File: config.mk
export PLATFORM = sky130hd
export DESIGN_NAME = bus_err_drain
export DESIGN_NICKNAME = d
export VERILOG_FILES = /design/src/rtl/bus_err_drain.sv
export SDC_FILE = /design/constraint.sdc
export NUM_CORES = 1
export LEC_CHECK = 0
export CELL_PAD_IN_SITES_DETAIL_PLACEMENT = 1
export CELL_PAD_IN_SITES_GLOBAL_PLACEMENT = 1
export CORE_UTILIZATION = 33
export CTS_CLUSTER_DIAMETER = 150
export CTS_CLUSTER_SIZE = 20
export DETAILED_ROUTE_END_ITERATION = 7
export HOLD_SLACK_MARGIN = 0.08
export PLACE_DENSITY = 0.8
export SETUP_SLACK_MARGIN = 0.15
export SYNTH_ARGS = -nofsm -noshare
export SYNTH_HDL_FRONTEND = slang
export SYNTH_SLANG_ARGS = --single-unit
File: constraint.sdc
create_clock -name clk_i -period 2.5 [get_ports clk_i]
set_input_delay 0.25 -clock clk_i [delete_from_list [all_inputs] [get_ports clk_i]]
set_output_delay 0.25 -clock clk_i [all_outputs]
set_load 0.02 [all_outputs]
File: src/rtl/bus_err_drain.sv
// Drains bus-error FIFO records into a registered valid/ready stream, keeping a saturating error count,
// a sticky overflow flag and a coalesced interrupt. Fill latency is 1 cycle from pop to rec_valid_o.
// While a held record is not accepted the FIFO is not popped and rec_* stay stable.
module bus_err_drain #(
    parameter int unsigned AddrWidth     = 48,
    parameter int unsigned MetaDataWidth = 1,
    parameter int unsigned ErrBits       = 3,
    parameter int unsigned CntWidth      = 16,
    parameter int unsigned IrqThreshold  = 4,
    parameter int unsigned IrqTimeout    = 1024
) (
    input  logic                     clk_i,
    input  logic                     rst_ni,
    input  logic                     en_i,
    input  logic                     err_irq_i,
    input  logic [ErrBits-1:0]       err_code_i,
    input  logic [AddrWidth-1:0]     err_addr_i,
    input  logic [MetaDataWidth-1:0] err_meta_i,
    input  logic                     err_fifo_overflow_i,
    output logic                     err_fifo_pop_o,
    output logic                     rec_valid_o,
    input  logic                     rec_ready_i,
    output logic [ErrBits-1:0]       rec_code_o,
    output logic [AddrWidth-1:0]     rec_addr_o,
    output logic [MetaDataWidth-1:0] rec_meta_o,
    output logic                     rec_overflow_o,
    output logic [CntWidth-1:0]      err_cnt_o,
    output logic                     overflow_o,
    input  logic                     cnt_clear_i,
    output logic                     irq_o,
    input  logic                     irq_clear_i
);

    localparam int unsigned PendWidth = $clog2(IrqThreshold + 1);
    localparam int unsigned TmrWidth  = (IrqTimeout > 1) ? $clog2(IrqTimeout) : 1;
    localparam bit          TimeoutEn = (IrqTimeout != 0);

    localparam logic [PendWidth-1:0] PendMax = PendWidth'(IrqThreshold);
    localparam logic [TmrWidth-1:0]  TmrLast = TmrWidth'(IrqTimeout - 1);
    localparam logic [CntWidth-1:0]  CntMax  = '1;

    typedef enum logic {
        EMPTY = 1'b0,
        FULL  = 1'b1
    } state_t;

    state_t               state;
    logic                 capture;
    logic [PendWidth-1:0] pend_cnt;
    logic [PendWidth-1:0] pend_nxt;
    logic [TmrWidth-1:0]  timer;
    logic                 timer_run;
    logic                 irq_set;

    // A new head may be taken when the slot is empty or its record leaves this cycle.
    assign capture        = en_i & err_irq_i & ((state == EMPTY) | (rec_valid_o & rec_ready_i));
    assign err_fifo_pop_o = capture;

    always_ff @(posedge clk_i or negedge rst_ni) begin
        if (!rst_ni) begin
            state          <= EMPTY;
            rec_valid_o    <= 1'b0;
            rec_code_o     <= '0;
            rec_addr_o     <= '0;
            rec_meta_o     <= '0;
            rec_overflow_o <= 1'b0;
        end else begin
            case (state)
                EMPTY: begin
                    if (capture) begin
                        state       <= FULL;
                        rec_valid_o <= 1'b1;
                    end
                end
                FULL: begin
                    if (!capture && rec_ready_i) begin
                        state       <= EMPTY;
                        rec_valid_o <= 1'b0;
                    end
                end
                default: begin
                    state       <= EMPTY;
                    rec_valid_o <= 1'b0;
                end
            endcase
            if (capture) begin
                rec_code_o     <= err_code_i;
                rec_addr_o     <= err_addr_i;
                rec_meta_o     <= err_meta_i;
                rec_overflow_o <= overflow_o | err_fifo_overflow_i;
            end
        end
    end

    always_ff @(posedge clk_i or negedge rst_ni) begin
        if (!rst_ni) begin
            err_cnt_o  <= '0;
            overflow_o <= 1'b0;
        end else begin
            if (cnt_clear_i) begin
                err_cnt_o <= capture ? CntWidth'(1) : '0;
            end else if (capture && err_cnt_o != CntMax) begin
                err_cnt_o <= err_cnt_o + CntWidth'(1);
            end
            if (err_fifo_overflow_i) begin
                overflow_o <= 1'b1;
            end else if (cnt_clear_i) begin
                overflow_o <= 1'b0;
            end
        end
    end

    // Clearing the interrupt restarts coalescing, counting a coincident capture as the first record.
    always_comb begin
        pend_nxt = pend_cnt;
        if (irq_clear_i) begin
            pend_nxt = capture ? PendWidth'(1) : '0;
        end else if (capture && pend_cnt != PendMax) begin
            pend_nxt = pend_cnt + PendWidth'(1);
        end
    end

    assign timer_run = TimeoutEn && (pend_cnt != '0) && !irq_o;
    assign irq_set   = (pend_nxt >= PendMax) || (timer_run && timer == TmrLast);

    always_ff @(posedge clk_i or negedge rst_ni) begin
        if (!rst_ni) begin
            pend_cnt <= '0;
            timer    <= '0;
            irq_o    <= 1'b0;
        end else begin
            pend_cnt <= pend_nxt;
            if (irq_clear_i) begin
                timer <= '0;
            end else if (timer_run && timer != TmrLast) begin
                timer <= timer + TmrWidth'(1);
            end
            if (irq_clear_i) begin
                irq_o <= 1'b0;
            end else if (irq_set) begin
                irq_o <= 1'b1;
            end
        end
    end

endmodule

### Word level (Yosys, flattened, before mapping)

Cells that the tools add are included.

* bits in registers: 86
* input bits: 60

* eq/ne operators: 6
* reductions and logical operators: 15
* bitwise logic cells: 6
* order comparisons: 1
* multiplexer cells: 18
* $add $sub $neg: 3

Operators with widths (number)
* 2-to-1 mux 16 bit: 2
* 2-to-1 mux 10 bit: 2
* adder 16 x 1 -> 16 bit, second input constant: 1
* inequality test 16 bit, second input constant: 1
* adder 10 x 1 -> 10 bit, second input constant: 1
* equality test 10 bit, second input constant: 1
* 2-to-1 mux 1 bit: 10
* inequality test 10 bit, second input constant: 1
* nonzero test 2 bit: 4
* logical AND 1 bit: 6
* 2-to-1 mux 3 bit: 2
* case mux 1 bit (2 select lines): 2
* adder 3 x 1 -> 3 bit, second input constant: 1
* AND 1 bit: 3
* greater-or-equal comparator 3 bit, second input constant: 1
* inequality test 3 bit, second input constant: 1
* nonzero test 3 bit: 1
* zero test 1 bit: 2
* inequality test 2 x 1 -> 1 bit, second input constant: 1
* inequality test 2 bit, second input constant: 1
* bitwise OR 1 bit: 2
* AND reduction 2 bit: 1
* logical OR 1 bit: 1
* NOT 1 bit: 1

### Logic depth before layout (Yosys ltp)

Gate-level depths: netlist of run 1.

* depth in word-level cells: 10
* depth in mapped cells: 7
* mapped depth without buffers: 6

### Least setup slack after synthesis of run 1

Ideal clock, no wire load.

* path type: register to register
* start: reg err_cnt_o[0]
* end: reg err_cnt_o[10]
* library setup time: 0.125 ns
* buffers on the path: 1
* arrival: 1.918 ns
* stages on the path, launching flop included: 7
* setup slack: 0.458 ns
* clock period less this slack: 2.042 ns
* cells stage by stage: dfrtp_1 -> ha_1 -> nand3_2 -> or3_1 -> buf_6 -> nor4b_1 -> mux2_2

* word-level cells in the longest chain between the ends: 3
* elaborated cells between the ends (all ways): 6
* classes of those cells: add/sub: 1; eq/ne: 1; mux: 2; reduce/logical: 2

RTL lines
* from (decl): RTL line 27 `output logic [CntWidth-1:0] err_cnt_o,`
* from (signal assigned): RTL line 101 `err_cnt_o <= capture ? CntWidth'(1) : '0;`
* from (signal assigned): RTL line 103 `err_cnt_o <= err_cnt_o + CntWidth'(1);`
* adder 16 x 1 -> 16 bit or inequality test 16 bit (tied branches): RTL line 103, 102
* 2-to-1 mux 16 bit or logical AND 1 bit (tied branches): RTL line 102 `end else if (capture && err_cnt_o != CntMax) begin`
* 2-to-1 mux 16 bit or nonzero test 2 bit (tied branches)

Several ways; a longest one is shown, not always the timed one. The select of a mux whose other input is x is not followed.
A chain may end at the register's enable or synchronous reset.

### Final worst setup path of run 1

Same ends and word-level chain as after synthesis.

==> summary by stage, run 1 <==
Status
The flow ran to the end, and the final reports show no timing, DRC or antenna violations.

Pwr
In this run the static leakage power is 2.521 nW. The total power per unit cell area is roughly 710 mW/mm^2. The power share of the sequential group is 0.425. Overall power consumption after layout is estimated at 3.983 mW. Of the total power, the share spent switching nets is 0.3075. The analysis attributes to net switching a power of between 1 and 1.5 mW.

The largest vdd supply drop is between 0.4 and 0.5 mV. The proportion of power drawn by combinational gates is 0.257. Internal power comes to around 2.8 mW. The share of total power dissipated in the clock network is 0.318.

CTS
The post-CTS repair timing setup buffer count is 0. The depth of the CTS H-tree is 3. Clock tree synthesis found a total of between 80 and 90 sinks. The clock tree from TritonCTS is built. For the worst-skew pair, the clock arrives at the later sink with an insertion delay of 0.34 ns.

The number of clock buffers added by TritonCTS is 9. The maximum buffer depth of the clock tree is 2. The number of hold buffers added after cts is 1.

In this run, post-CTS repair resized a total of 0 instances. The cell sitting at the root of the clock tree is a sky130_fd_sc_hd__clkbuf_16. Clock-pin slew was measured on the worst setup and hold paths at 0.07 ns.

Route
After detailed routing, the average wire length per cell comes to 16.21 microns. For this block, the via count after detailed routing is around 3600. The first detailed-routing pass took 4 iterations. In the routed design, unresolved DRC markers number 0. The count of nets left with antenna violations after detail routing is 0. The count of routing violations after the opening detailed-route iteration is around 110. After detailed routing, the total wire length is roughly 11 mm.

The via density per instance is 5.158.

Worst setup path
The reg2reg setup slack is 0.39 ns. In this run the critical register-to-register path is captured at err_cnt_o[10]. The critical path arrival is roughly 2.3 ns. The signal on the critical path passes through ha_1 -> nand3_2 -> or3_1 -> nor4b_1 -> mux2_2. The cell count of the worst reg-to-reg path is 5. The largest fanout of any net on the critical path is 10.

The required time of the critical path is about 2.7 ns. In this run the critical register-to-register path is launched from err_cnt_o[0]. The worst setup path is launched from a flop. STA classifies the critical path endpoint as a flop. The slowest stage cell on the critical path is sky130_fd_sc_hd__or3_1. The delay contributed by the slowest stage of the critical path is between 0.4 and 0.5 ns. The worst setup path is of the reg2reg kind.

Synth
The number of enable-type register cells in the synthesized netlist is 0. By count the netlist is led by sky130_fd_sc_hd__nand2_1 (166), sky130_fd_sc_hd__dfrtp_1 (86), sky130_fd_sc_hd__a21oi_1 (21). The post-synthesis compound-gate area fraction is 0.09339.

The sequential fraction of the synthesis area is 0.5597. The combinational family with the most area after synthesis is simple AND/OR/NAND/NOR gates. Of the post-synthesis cell area, the dominant cell type holds 0.5597. Of the total synthesized cell area, the portion taken by XOR and XNOR cells is 0.

The distinct cell type count of the synthesized netlist is 49. The adder and majority cell fraction of the synthesized area is 0.01302. Synthesis inferred between 80 and 90 register bits. The Yosys warning count is 0.

The post-synthesis share of cell area spent on and, or, nand and nor gates is 0.2838. The gate count after technology mapping is 421. The most used standard cell by instance count after synthesis is sky130_fd_sc_hd__nand2_1. In this run the cell area of the synthesized design comes to about 0.0038 sq mm. The net count after synthesis is ~490. The async set-reset flop share out of synthesis is 1.000. Among all flip-flop cells after synthesis, the most frequent one is sky130_fd_sc_hd__dfrtp_1. The multiplexer share of the synthesized area is 0.01725. Sorting the synthesized cells by area gives the leading types as sky130_fd_sc_hd__dfrtp_1 (56%), sky130_fd_sc_hd__nand2_1 (16%), sky130_fd_sc_hd__a21oi_1 (2.7%). The per-instance average area after synthesis is 9.133 sq um. Summed over all instances, the cell type with the most area after synthesis is sky130_fd_sc_hd__dfrtp_1.

Hold path
The worst hold path belongs to the class in2async.

Global routing
The overall track demand over capacity in global routing is 0.2012. The via count of the first global-routing pass came to 3753. Entering global routing, the biggest net connects 62 pins.

The aggregate global routing overflow is 0. The first global-routing pass estimated about 18 mm of wire. The number of antenna violations at the first check in global routing is 0.

Floorplanning
During I/O placement, the number of pins put on the boundary was between 100 and 150. The die covers around 0.012 sq mm. The width of the chip is 109.9 microns.

The initial utilization of the core area, before any placement, comes to 0.3382. The floorplan has 39 rows. The total area inside the core boundary comes to about 0.011 sq mm. The floorplan step set the die height to 109.9 microns.

Cells and area
Counting the fill cells in the layout gives between 1000 and 1500. Of the cells placed in the final design, the portion with a size suffix greater than 1 is 0.07168. The final layout contains ~620 nets. Relative to the synthesized area, the layout overhead comes to 45.98%. The number of antenna diodes is 0. Once layout is complete, the utilization of the core stands at 0.4937. The number of cells in the finished layout apart from fillers is roughly 700.

STA
For the finished layout, the period the worst path requires is 2.111 ns. The slew at the pin closest to its max-slew limit is approximately 0.64 ns. The worst clock skew on the final layout is 0.009432 ns. The part of the cycle the worst path needs is 0.8445. Setup repair after global routing left no endpoint under its margin. The headroom to the max-slew limit is 0.5716. The number of pins with negative max-slew slack in the final report is 0. The number of hold-slack violations in the final timing report came to 0.

Setup violations remaining at the end of the flow were counted as 0. The minimum hold slack is between 0.3 and 0.4 ns. Adding up every negative setup slack in the final design gives 0 ns. The top achievable clock speed is roughly 470 MHz.

Place
The routability congestion estimate from global placement is about 0.74. The HPWL after detailed placement is approximately 7.9 mm. Once placement completed, the tool counted placed cells totaling roughly 700. The count of buffers added on input and output ports is 132.

Flow run
The number of maximum-capacitance violations is 0.
[stage by stage]
step | setup WS, ns | instance area [sq um]
after floorplan | 0.4576 | 3845
after global routing | 0.2797 | 5613
final | 0.3886 | 5613
after detailed placement | 0.2123 | 5328
after global placement | 0.2691 | 5328
after CTS | 0.3825 | 5613
[final cells by class]
class	instances	area (sq um)	area share
Sequential cell	86	2152	0.3834
Multi-Input combinational cell	306	1572	0.2800
Timing Repair Buffer	140	1394	0.2483
Clock buffer	10	239.0	0.04258
Tap cell	143	178.9	0.03188
Inverter	11	41.29	0.007356
Clock inverter	5	36.28	0.006465
[power by group through the flow]
| stage | clock network, mW | logic, mW | registers [mW] |
|---|---|---|---|
| after floorplan | 0 | 0.230 | 1.93 |
| after global placement | 0 | 1.01 | 1.71 |
| after detailed placement | 0 | 1.04 | 1.72 |
| after CTS | 1.30 | 1.04 | 1.70 |
| after global routing | 1.35 | 1.11 | 1.72 |
| final | 1.27 | 1.02 | 1.69 |
[flip-flops by register name, summed over array words and instances, names as in the netlist, 3 cells and up]
register / cells
timer: 10
rec_code_o: 3
err_cnt_o: 16
rec_addr_o: 48
pend_cnt: 3
[worst max path at each step]
stage	end	slack [ns]	start	depth (start not counted)
after floorplan	err_cnt_o[10]	0.46	err_cnt_o[0]	6
after global placement	err_cnt_o[10]	0.27	rec_ready_i	5
after detailed placement	err_cnt_o[10]	0.21	rec_ready_i	5
after CTS	err_fifo_pop_o	0.38	state	4
after global routing	timer[9]	0.28	pend_cnt[0]	6
final	err_cnt_o[10]	0.39	err_cnt_o[0]	5
[worst max-delay path: cells and delay by family (launching register included)]
kind	cells	cell delay, ns
AND/OR/NAND/NOR	3	0.96
flip-flops	1	0.42
multiplexers	1	0.37
adder cells (fa/ha/maj)	1	0.24
[cell usage in the layout, fill, tap and decap left out, types with 2 or more instances in the layout]
master	netlist	layout
sky130_fd_sc_hd__o21ai_0	11	11
sky130_fd_sc_hd__a21oi_1	21	21
sky130_fd_sc_hd__clkdlybuf4s50_1	0	131
sky130_fd_sc_hd__and3_1	3	3
sky130_fd_sc_hd__buf_4	1	7
sky130_fd_sc_hd__or2_2	2	2
sky130_fd_sc_hd__and4_1	3	3
sky130_fd_sc_hd__nand3_2	1	2
sky130_fd_sc_hd__o41ai_1	3	3
sky130_fd_sc_hd__clkinvlp_4	0	3
sky130_fd_sc_hd__or3_1	6	6
sky130_fd_sc_hd__dfrtp_1	86	86
sky130_fd_sc_hd__nor2_1	13	13
sky130_fd_sc_hd__nand2_1	166	166
sky130_fd_sc_hd__nor4_1	2	2
sky130_fd_sc_hd__ha_1	4	4
sky130_fd_sc_hd__inv_1	10	10
sky130_fd_sc_hd__a21o_1	3	3
sky130_fd_sc_hd__nor2b_1	5	5
sky130_fd_sc_hd__clkbuf_16	0	9
sky130_fd_sc_hd__nand4_1	7	7
sky130_fd_sc_hd__nor4b_1	3	3
sky130_fd_sc_hd__or4_1	6	6
sky130_fd_sc_hd__nor3_1	7	7
sky130_fd_sc_hd__o311ai_0	2	2
sky130_fd_sc_hd__nand3_1	8	7
sky130_fd_sc_hd__mux2_2	5	5
sky130_fd_sc_hd__o31ai_1	7	7
[kinds of logic (layout without fill, tap and decap cells)]
| group | after synthesis | after routing |
|---|---|---|
| AND/OR/NAND/NOR | 240 | 240 |
| flip-flops | 86 | 86 |
| AO/OA/AOI/OAI | 56 | 56 |
| buffers and inverters | 29 | 166 |
| multiplexers | 6 | 6 |
| adder cells (fa/ha/maj) | 4 | 4 |
[per-layer routing]
metal	part of all wire	wire, microns	GRT usage
met4	0.016	178	0.06476
met3	0.071	802	0.07113
met2	0.51	5794	0.3451
met5	0	0	0
met1	0.40	4591	0.2333
(Power assumes the default switching activity.)
==> run 2: changes to the inputs <==
==> constraint.sdc (replaced) <==
create_clock -name clk_i -period 2 [get_ports clk_i]
set_input_delay 0.2 -clock clk_i [delete_from_list [all_inputs] [get_ports clk_i]]
set_output_delay 0.2 -clock clk_i [all_outputs]
set_load 0.02 [all_outputs]
==> summary by stage, run 2 (same netlist as run 1, synthesis figures left out) <==
Floorplanning
The floorplan has 39 rows. The full die area is approximately 0.012 sq mm. During I/O placement, the number of pins put on the boundary was roughly 130. In this run the vertical extent of the chip is around 110 microns. The effective utilization at floorplan is 0.3382. The total area inside the core boundary comes to 0.01137 sq mm. The width of the chip is 109.9 microns.

Route
The count of nets left with antenna violations after detail routing is 0. In the final routed layout, each cell accounts on average for around 16 microns. The count of unresolved DRC violations after routing is 0. The first-pass iteration count of the detailed router is 4.

The count of routing violations after the opening detailed-route iteration is ~130. The final route contains between 3000 and 4000 vias. The via density per instance is around 5.0. The final layout contains routed wiring with a total length of around 12 mm.

STA
Timing would allow up to between 500 and 600 MHz. At the pin with the least slew margin, the transition time is roughly 0.44 ns. Setup repair after global routing could not meet its margin everywhere. Setup violations remaining at the end of the flow were counted as 0. The minimum hold slack is roughly 0.38 ns.

Headroom to the max-slew limit came out at 0.7089. The worst clock skew on the final layout is ~0.0084 ns. The post-layout minimum cycle time is approximately 1.8 ns. The number of hold-slack violations in the final timing report is 0. The final-layout setup total negative slack is 0 ns. The part of the cycle the worst path needs is 0.9122. The number of pins with negative max-slew slack in the final report is 0.

Pwr
Summed over all cells, the static leakage comes to around 2.7 nW. Power spread over the standard cell area amounts to approximately 850 mW/mm^2. VDD sags by at most roughly 0.42 mV.

CTS
At the later pin of the worst-skew pair, clock insertion delay measures around 0.34 ns. Buffers inserted during clock tree synthesis total 9. The longest clock path from root to sink contains 2 buffers.

The clock tree synthesis step divided the H-tree into 3 levels. The clock tree root driver cell is sky130_fd_sc_hd__clkbuf_16. Counting every sink on the clock net gives 86. After clock tree synthesis, the clock-pin slew on the worst setup and hold paths is 0.06 ns. TritonCTS built the clock tree.

Worst setup path
The kind of cell with the highest combined delay along the critical path is simple AND/OR/NAND/NOR gates. The worst setup path is captured at a flop. The worst flop-to-flop path startpoint is pend_cnt[1].

The slowest stage cell on the critical path is sky130_fd_sc_hd__or4_1. The delay contributed by the slowest stage of the critical path is 0.49 ns. Walking the worst path, the cells encountered are inv_1 -> ha_2 -> nor2b_4 -> or3_4 -> or4_1 -> a21oi_1. The largest fanout of any net on the critical path is 8. The reg2reg setup slack is between 0.15 and 0.2 ns.

STA classifies the critical path startpoint as a flop. The endpoint of the worst register-to-register path is timer[9]. The critical path is of the reg2reg type. For the worst setup path, the data arrival time is 2.08 ns. The number of cells on the worst reg-to-reg path is 6. The required time of the critical path is 2.26 ns. The number of buffers and inverters on the critical path is 1.

Cells and area
The number of antenna diodes in the final layout is 0. The layout overhead on the synthesized area is 56.23%. For this run, the number of standard cells in the final layout without fillers is between 700 and 800. Of the cells placed in the final design, the portion with a size suffix greater than 1 is 0.1574.

In the layout the commonest cells are sky130_fd_sc_hd__nand2_1 (166), sky130_fd_sc_hd__clkdlybuf4s50_1 (130), sky130_fd_sc_hd__dfrtp_1 (79). The register with the most flip-flops in the layout has 48 of them. The number of nets at the end of the flow is between 600 and 700. After routing the design area is 0.006007 sq mm. More flip-flops sit in one register than any other, and that register is rec_addr_o. The largest registers in the layout are rec_addr_o (48), err_cnt_o (16), timer (10). Fill cells in the final layout number around 1300. The leading cell type in the layout, fill and taps excluded is sky130_fd_sc_hd__nand2_1.

Global routing
The wire length of the first global-routing pass is roughly 19 mm. For this run the aggregate overflow at the end of global routing stands at 0. The overall track demand over capacity in global routing is 0.2028.

The largest net degree at the start of global routing is 60. The number of antenna violations at the first check in global routing is 0. The via count of the first global-routing pass was between 3000 and 4000.

Status
The flow ran to the end, and the final reports show no timing, DRC or antenna violations.

Flow run
The tool flagged a number of max-cap violations equal to 0.

Place
The routability congestion estimate from global placement is between 0.7 and 0.8. The HPWL after detailed placement is ~8 mm. Counting tap cells, the placed design contains a total of approximately 710 instances. In this run the cell area measured after placement is roughly 0.0055 sq mm. Buffers placed on the I/O ports in this run total approximately 130.

Hold path
The worst hold path belongs to the class in2async.
[run 2: changes by cell type in the layout (fill, tap and decap cells not counted), sizes merged]
cell and delta:
buf +32, dlygate4sd2 +1, clkinvlp -3, clkdlybuf4s50 -1
clkinv +2, bufinv +1, clkbuf +1
[run 2: layout make-up]
class / count / area [sq um] / area share
repair buffers: 172 / 1657 / 0.2758
inverters: 11 / 41.29 / 0.006874
flip-flops and latches: 86 / 2161 / 0.3597
well taps: 143 / 178.9 / 0.02979
clock buffers: 11 / 232.7 / 0.03874
clock inverters: 5 / 50.05 / 0.008332
multi-input cells: 306 / 1687 / 0.2808
[run 2: repair_timing]
action	CTS	global route
pin swaps	2	7
endpoints found under the setup margin	11	11
hold endpoints to repair	31	0
buffers inserted	1	10
gates resized for setup	7	15
hold buffers	1	0
[run 2: stage by stage]
stage | utilization | total power [mW] | worst slack [ns]
after floorplan | - | 2.706 | 0.1173
after global placement | 0.4877 | 3.432 | -0.1347
after detailed placement | 0.4877 | 3.483 | -0.2328
after CTS | 0.5169 | 5.142 | 0.1512
after global routing | 0.5283 | 5.360 | 0.1204
final | 0.5283 | 5.114 | 0.1755
[run 2: worst register-to-register path: stages (launching register included)]
cell	delay, ns
sky130_fd_sc_hd__dfrtp_1	0.36
sky130_fd_sc_hd__inv_1	0.06
sky130_fd_sc_hd__ha_2	0.18
sky130_fd_sc_hd__nor2b_4	0.14
sky130_fd_sc_hd__or3_4	0.38
sky130_fd_sc_hd__or4_1	0.49
sky130_fd_sc_hd__a21oi_1	0.13
[run 2: layer usage]
metal  share of wire  up-vias  GRT usage
met5               0        -          0
met1            0.42     1850     0.2577
li1                -     1750          -
met4           0.017        0    0.07333
met3           0.058       15    0.05750
met2            0.50       89     0.3281
[run 2: worst max path at each step]
stage             startpoint            end  slack (ns)  cells past startpoint
2_1_floorplan   err_cnt_o[0]  err_cnt_o[10]        0.12                      6
3_3_place_gp     rec_ready_i  err_cnt_o[10]       -0.13                      5
3_5_place_dp     rec_ready_i  err_cnt_o[14]       -0.23                      5
4_1_cts             timer[0]       timer[4]        0.15                      5
5_1_grt        err_cnt_o[15]   err_cnt_o[0]        0.12                      5
6_report         pend_cnt[1]       timer[9]        0.18                      6
[run 2: report_power, final]
group          leakage [nW]  internal (mW)  switching, mW
sequential             1.10           1.98          0.141
clock                 0.143          0.960          0.674
combinational          1.47          0.661          0.702
